`config.mk`:
```
export PLATFORM = sky130hd
export DESIGN_NAME = pt5_unpack_seq
export DESIGN_NICKNAME = d
export VERILOG_FILES = /design/src/rtl/pt5_unpack_seq.sv
export SDC_FILE = /design/constraint.sdc
export NUM_CORES = 1
export LEC_CHECK = 0
export CELL_PAD_IN_SITES_DETAIL_PLACEMENT = 1
export CELL_PAD_IN_SITES_GLOBAL_PLACEMENT = 2
export CORE_AREA = 4 4 111 113
export CTS_BUF_LIST = sky130_fd_sc_hd__clkbuf_8
export DETAILED_ROUTE_END_ITERATION = 10
export DIE_AREA = 0 0 115 117
export PLACE_DENSITY_LB_ADDON = 0.15
export SLEW_MARGIN = 5
export SYNTH_ARGS = -nofsm -noshare
export SYNTH_HDL_FRONTEND = slang
export SYNTH_SLANG_ARGS = --single-unit
```
`constraint.sdc`:
```
create_clock -name clk -period 14.9 [get_ports clk]
set_input_delay 1.49 -clock clk [delete_from_list [all_inputs] [get_ports clk]]
set_output_delay 1.49 -clock clk [all_outputs]
set_load 0.02 [all_outputs]
```
`src/rtl/pt5_unpack_seq.sv`:
```
// pt5_unpack_seq: PT-5 byte fetch and trit sequencer; `PT5_INVALID_CHECK_EN adds the sticky invalid-byte err flag
module pt5_unpacker (
  input  logic [7:0] packed_byte,
  output logic [9:0] trits
);
  genvar i;
  for (i = 0; i < 5; i++) begin : g_t
    assign trits[2*i +: 2] = 2'((packed_byte / 8'(3**i)) % 8'd3);
  end
endmodule

module pt5_unpack_seq #(
  parameter int CNT_W = 16
) (
  input  logic             clk,
  input  logic             rst_n,
  input  logic             start,
  input  logic [CNT_W-1:0] trit_count,
  input  logic             s_valid,
  output logic             s_ready,
  input  logic [7:0]       s_data,
  output logic             m_valid,
  input  logic             m_ready,
  output logic [1:0]       m_trit,
  output logic             m_last,
  output logic             busy,
  output logic             done,
  output logic             err
);
  typedef enum logic [1:0] {IDLE, FETCH, EMIT, DONE} state_t;
  state_t state;
  logic [7:0] byte_r;
  logic [2:0] idx;
  logic [CNT_W-1:0] rem;
  logic [9:0] trits;
  logic [1:0] raw;
  pt5_unpacker u_unp (.packed_byte(byte_r), .trits(trits));
  always_comb raw = idx == 3'd0 ? trits[1:0] : idx == 3'd1 ? trits[3:2] : idx == 3'd2 ? trits[5:4] :
                    idx == 3'd3 ? trits[7:6] : trits[9:8];
  assign s_ready = state == FETCH || (state == EMIT && m_ready && idx == 3'd4 && rem > CNT_W'(1));
  assign m_valid = state == EMIT;
  assign m_last  = m_valid && rem == CNT_W'(1);
  assign busy    = state != IDLE;
  assign done    = state == DONE;
  always_ff @(posedge clk or negedge rst_n)
    if (!rst_n) begin
      state  <= IDLE;
      byte_r <= '0;
      idx    <= '0;
      rem    <= '0;
    end else
      case (state)
        IDLE: if (start) begin
          rem   <= trit_count;
          state <= trit_count == '0 ? DONE : FETCH;
        end
        FETCH: if (s_valid) begin
          byte_r <= s_data;
          idx    <= '0;
          state  <= EMIT;
        end
        EMIT: if (m_ready) begin
          rem <= rem - CNT_W'(1);
          idx <= idx + 3'd1;
          if (rem == CNT_W'(1)) state <= DONE;
          else if (idx == 3'd4) begin
            if (s_valid) begin
              byte_r <= s_data;
              idx    <= '0;
            end else state <= FETCH;
          end
        end
        DONE: state <= IDLE;
      endcase
`ifdef PT5_INVALID_CHECK_EN
  logic err_r;
  always_ff @(posedge clk or negedge rst_n)
    if (!rst_n) err_r <= 1'b0;
    else if (state == IDLE && start && trit_count != '0) err_r <= 1'b0;
    else if (s_valid && s_ready && s_data > 8'd242) err_r <= 1'b1;
  assign err    = err_r;
  assign m_trit = byte_r > 8'd242 ? 2'd1 : raw;
`else
  assign err    = 1'b0;
  assign m_trit = raw;
`endif
endmodule

```
==> results of run 1 <==
-- metal layers --
layer | vias up | track usage
met5 | - | 0
met4 | 0 | 0.0462
met3 | 12 | 0.0180
met2 | 62 | 0.344
met1 | 1938 | 0.243
li1 | 1956 | -
-- cell usage in the layout, fill, tap and decap left out, types with 3 or more instances in the layout --
cell type / netlist / routed
a31oi_1: 3 / 3
nand3_1: 19 / 19
nor3_1: 18 / 18
o21ai_1: 5 / 5
and2_1: 4 / 4
nor4_1: 6 / 6
a211oi_1: 3 / 3
nand3b_1: 4 / 4
mux2_4: 4 / 4
mux2i_1: 7 / 7
mux2_2: 9 / 9
a21oi_1: 53 / 50
clkbuf_8: 0 / 7
nand2_1: 42 / 42
and3_1: 3 / 3
o21ai_2: 2 / 3
or4_1: 3 / 3
xnor2_1: 12 / 12
or2_2: 5 / 5
or3_1: 6 / 6
dfrtp_1: 29 / 28
a211o_1: 3 / 3
nand4_1: 6 / 6
o22ai_1: 15 / 15
nor2b_1: 10 / 9
nor3b_1: 6 / 6
o211ai_1: 5 / 5
a311oi_1: 4 / 3
buf_4: 1 / 15
nand4b_1: 3 / 3
xor2_1: 6 / 6
nand2b_1: 4 / 4
nor2_1: 46 / 45
inv_1: 15 / 15
clkdlybuf4s50_1: 0 / 35
o21ai_0: 31 / 30
a21o_1: 8 / 8
o21a_1: 5 / 5
ha_1: 29 / 29
-- stage by stage --
stage                     hold WS (ns)  instances  cell area (µm²)   util
after floorplan                  0.518        504             3890      -
after global placement           0.547        665             4340  0.384
after detailed placement         0.568        665             4340  0.384
after CTS                        0.583        673             4450  0.393
after global routing             0.607        684             4580  0.405
final                            0.570        684             4580  0.405
-- layout make-up --
class	count	area [µm²]	area share
multi-input cells	435	3040	0.663
inverters	19	71.3	0.0156
flip-flops and latches	29	727	0.159
repair buffers	50	463	0.101
well taps	143	179	0.0391
clock buffers	7	96.3	0.0210
clock inverters	1	5.00	0.00109
-- sequential cells by signal (all words and copies together), names as in the netlist --
name and flops:
rem 16, byte_r 8, idx 3, state 2
-- cells by family (layout without fill, tap and decap cells) --
| group | Yosys count | count (layout) | synth area share |
|---|---|---|---|
| multiplexers | 23 | 23 | 0.0689 |
| other | 1 | 1 | 0.000965 |
| XOR/XNOR | 18 | 18 | 0.0406 |
| AO/OA/AOI/OAI | 169 | 169 | 0.300 |
| adder cells (fa/ha/maj) | 30 | 30 | 0.0985 |
| buffers and inverters | 40 | 77 | 0.0457 |
| flip-flops | 29 | 29 | 0.187 |
| AND/OR/NAND/NOR | 194 | 194 | 0.259 |
-- worst register-to-register path, stage by stage, from the launching register on --
cell     delay, ns
dfrtp_1       0.42
or4_1         0.59
or3_1         0.48
nor2b_1       0.18
and3_1        0.18
o21ai_1       0.66
mux2_2        0.42
-- final timing paths --
path | start | end | slack, ns | cells past startpoint
hold reg to reg | rem[1] | rem[1] | 0.57 | 2
hold / removal | rem[1] | rem[1] | 0.57 | 2
setup / recovery | idx[0] | m_trit[1] | 1.00 | 55
min in group asynchronous | rst_n | state[0] | 1.59 | 2
setup reg to reg | rem[10] | byte_r[0] | 11.85 | 6
max in group asynchronous | rst_n | idx[2] | 13.00 | 2
-- timing repair --
action,4_1_cts,5_1_grt
hold buffers,0,0
pin swaps,0,1
gates resized for setup,2,10
setup endpoints to repair,2,2
buffers inserted,0,11
==> flow_metrics.env, run 1 <==
export IMPL_crit_type="reg2out"
export IMPL_initial_core_util=0.343
export IMPL_relSlewSlack=0.431
export IMPL_ys_types=80
export IMPL_worstSkewPairLatency_ns=0.29
export IMPL_wl_met2_um=6190
export IMPL_synth_area_leader_cell="dfrtp_1"
export IMPL_synth_flop_cell="dfrtp_1"
export IMPL_async_flop_share=1.00
export IMPL_vias=3968
export IMPL_grt_pass1_wl_um=21000
export IMPL_drv_cap=0
export IMPL_fin_crit_sh=0.933
export IMPL_viasPerCell=5.80
export IMPL_worst_setup_path_start_kind="flip-flop"
export IMPL_antenna_found_initial=0
export IMPL_ys_seq_elements=29
export IMPL_slowest_delay_ns=0.54
export IMPL_min_path_type="reg2reg"
export IMPL_highest_layer="met4"
export IMPL_wl_per_cell_um=17.9
export IMPL_syn2layout_area_growth_pct=17.8
export IMPL_grt_max_degree=35
export IMPL_gp_congestion=0.810
export IMPL_yosys_warnings=0
export IMPL_synth_top_cell_area_share=0.187
export IMPL_die_height_um=117
export IMPL_pre_cts_ws_ns=0.105
export IMPL_nFillCells=1427
export IMPL_drive_gt1_frac=0.133
export IMPL_clock_sinks=29
export IMPL_post_route_min_period_ns=13.90
export IMPL_cts_root_buf="clkbuf_8"
export IMPL_yosysMostFrequentCell="a21oi_1"
export IMPL_slowest_stage="clkdlybuf4s50_1"
export IMPL_port_buffers=35
export IMPL_setup_tns_ns=0
export IMPL_hold_violations=0
export IMPL_path_common_cell="ha_1"
export IMPL_pin_count=37
export IMPL_die_area_um2=13500
export IMPL_synth_commonest_cells="53 x a21oi_1, 46 x nor2_1, 42 x nand2_1"
export IMPL_grt_usage=0.190
export IMPL_grt_pass1_vias=4205
export IMPL_tightest_slew_ns=0.848
export IMPL_met1_length_um=5640
export IMPL_ant_nets=0
export IMPL_synth_area_leaders="dfrtp_1 19%, ha_1 9.3%, a21oi_1 6.8%"
export IMPL_drc=0
export IMPL_crit_fanout=8
export IMPL_max_freq_mhz=72.0
export IMPL_die_w_um=115
export IMPL_dp_hpwl_um=9560
export IMPL_avgSynthCellArea_um2=7.71
export IMPL_cts_tree="yes"
export IMPL_setup_slack_ns=1.00
export IMPL_cp_required_ns=13.41
export IMPL_clock_path_buffers=2
export IMPL_arrival_ns=12.41
export IMPL_drtPass1Iterations=4
export IMPL_grt_remaining_overflow=0
export IMPL_mappedNetlistArea_um2=3890
export IMPL_synth_edff_count=0
export IMPL_numCtsBuffers=5
export IMPL_drt_iter0_markers=173
export IMPL_core_um2=11300
export IMPL_setup_viol_count_final=0
export IMPL_synth_fp_nets=563
export IMPL_drv_slew=0
export IMPL_synth_seq_area_share=0.187
export IMPL_cts_reportedPaths_clkPinSlew_ns=0.07
export IMPL_syn_inst=504
export IMPL_fin_nets=599
export IMPL_met3_length_um=243
export IMPL_cp_end_kind="output pin"
export IMPL_outcome="completed"
export IMPL_crit_buf_inv=2
export IMPL_finClkSkew_ns=0.0103
export IMPL_cp_top_family="compound AO/OA/AOI/OAI gates"
export IMPL_num_antenna_cells=0
export IMPL_wl_um=12200
export IMPL_rows=39
export IMPL_htreeDepth=2
Power of run 1 is left out: the tool's default activity adds up to more than one toggle a clock period on the data nets, which glitch-free logic cannot reach.
==> inputs of run 2 (changes only) <==
- CELL_PAD_IN_SITES_DETAIL_PLACEMENT: 1 -> not set
- CELL_PAD_IN_SITES_GLOBAL_PLACEMENT: 2 -> not set
- CORE_AREA: 4 4 111 113 -> 4 4 96 98
- DIE_AREA: 0 0 115 117 -> 0 0 100 102
==> run 2 against run 1 <==
  * Die area down 24%
  * Hold slack better by 0.0058 ns
  * Highest routed layer unchanged
  * Flip-flop and latch count unchanged
  * Largest cell class unchanged
  * Final cell count down 6.1%
==> flow_metrics.env, run 2 (synthesis gave the netlist of run 1 again) <==
export IMPL_numCtsBuffers=5
export IMPL_initial_core_util=0.459
export IMPL_core_um2=8470
export IMPL_arrival_ns=12.47
export IMPL_relSlewSlack=0.408
export IMPL_pin_count=37
export IMPL_hold_violations=0
export IMPL_worstHoldStart="idx[0]"
export IMPL_cts_root_buf="clkbuf_8"
export IMPL_clock_path_buffers=2
export IMPL_outcome="completed"
export IMPL_worst_setup_path_start_kind="flip-flop"
export IMPL_drt_iter0_markers=160
export IMPL_port_buffers=35
export IMPL_min_path_type="reg2reg"
export IMPL_rsz0062_at_grt="no"
export IMPL_cts_reportedPaths_clkPinSlew_ns=0.07
export IMPL_fin_crit_sh=0.937
export IMPL_vias=3902
export IMPL_grt_remaining_overflow=0
export IMPL_syn2layout_area_growth_pct=14.9
export IMPL_cp_required_ns=13.41
export IMPL_crit_fanout=9
export IMPL_antenna_found_initial=0
export IMPL_rows=34
export IMPL_crit_start="idx[2]"
export IMPL_tightest_slew_ns=0.883
export IMPL_clock_sinks=29
export IMPL_htreeDepth=2
export IMPL_die_height_um=102
export IMPL_worstSkewPairLatency_ns=0.28
export IMPL_gp_congestion=0.894
export IMPL_path_common_cell="ha_1"
export IMPL_drive_gt1_frac=0.116
export IMPL_final_core_util=0.528
export IMPL_drv_slew=0
export IMPL_top_register="rem"
export IMPL_die_area_um2=10200
export IMPL_largestRegisters="rem: 16 flops, byte_r: 8 flops, idx: 3 flops"
export IMPL_fin_nets=592
export IMPL_drc=0
export IMPL_wl_um=10200
export IMPL_post_route_min_period_ns=13.96
export IMPL_dp_hpwl_um=7830
export IMPL_grt_max_degree=35
export IMPL_setup_viol_count_final=0
export IMPL_drtPass1Iterations=5
export IMPL_final_common_cell="a21oi_1"
export IMPL_num_antenna_cells=0
export IMPL_slowest_delay_ns=0.54
export IMPL_crit_type="reg2out"
export IMPL_grt_usage=0.201
export IMPL_drv_cap=0
export IMPL_grt_pass1_vias=3638
export IMPL_mostFrequentLayoutCells="51 x a21oi_1, 45 x nor2_1, 42 x nand2_1"
export IMPL_setup_tns_ns=0
export IMPL_die_w_um=100
export IMPL_viasPerCell=6.08
export IMPL_r2r_start="rem[10]"
export IMPL_wl_per_cell_um=15.9
export IMPL_ant_nets=0
export IMPL_cts_tree="yes"
export IMPL_max_freq_mhz=71.6
export IMPL_cp_end_kind="output pin"
export IMPL_largest_reg_flops=16
export IMPL_finClkSkew_ns=0.00415
export IMPL_slowest_stage="clkdlybuf4s50_1"
export IMPL_grt_pass1_wl_um=17100
## run 2: worst paths after layout
path,end,slack [ns],depth (start not counted)
max,m_trit[1],0.94,54
min,idx[0],0.58,1
max reg2reg,byte_r[1],11.84,6
min reg2reg,idx[0],0.58,1
max in group asynchronous,byte_r[3],13.01,2
min in group asynchronous,state[0],1.60,2
## run 2: layout make-up
cell class,instances,area [µm²]
Clock inverter,1,5.00
Clock buffer,7,96.3
Tap cell,108,135
Fill cell,795,4000
Timing Repair Buffer,43,410
Inverter,19,71.3
Multi-Input combinational cell,435,3020
Sequential cell,29,726
## run 2: per-layer routing
metal / track usage / wire (µm)
met2: 0.351 / 4950
met4: 0.0497 / 117
met1: 0.264 / 4690
met3: 0.0266 / 451
met5: 0 / 0
## run 2: through the flow
step / instance area (µm²) / setup slack (ns) / std cells / hold slack, ns
6_report: 4470 / 0.938 / 642 / 0.576
5_1_grt: 4470 / 0.0238 / 642 / 0.609
4_1_cts: 4400 / 0.154 / 638 / 0.572
3_5_place_dp: 4300 / 0.499 / 630 / 0.558
3_3_place_gp: 4300 / 0.923 / 630 / 0.539
2_1_floorplan: 3890 / 2.20 / 504 / 0.518
## run 2: timing repair
item,in CTS,in global routing
buffers inserted,0,4
hold buffers,0,0
endpoints found under the setup margin,0,2
gates resized for setup,0,7
## run 2: critical path: cells and delay by family, from the launching register on
family / cells / cell delay [ns]
AO/OA/AOI/OAI: 23 / 4.33
XOR/XNOR: 4 / 0.58
adder cells (fa/ha/maj): 9 / 2.90
buffers and inverters: 4 / 0.79
flip-flops: 1 / 0.50
multiplexers: 2 / 0.64
AND/OR/NAND/NOR: 12 / 2.45
Power of run 2 is left out for the same reason.
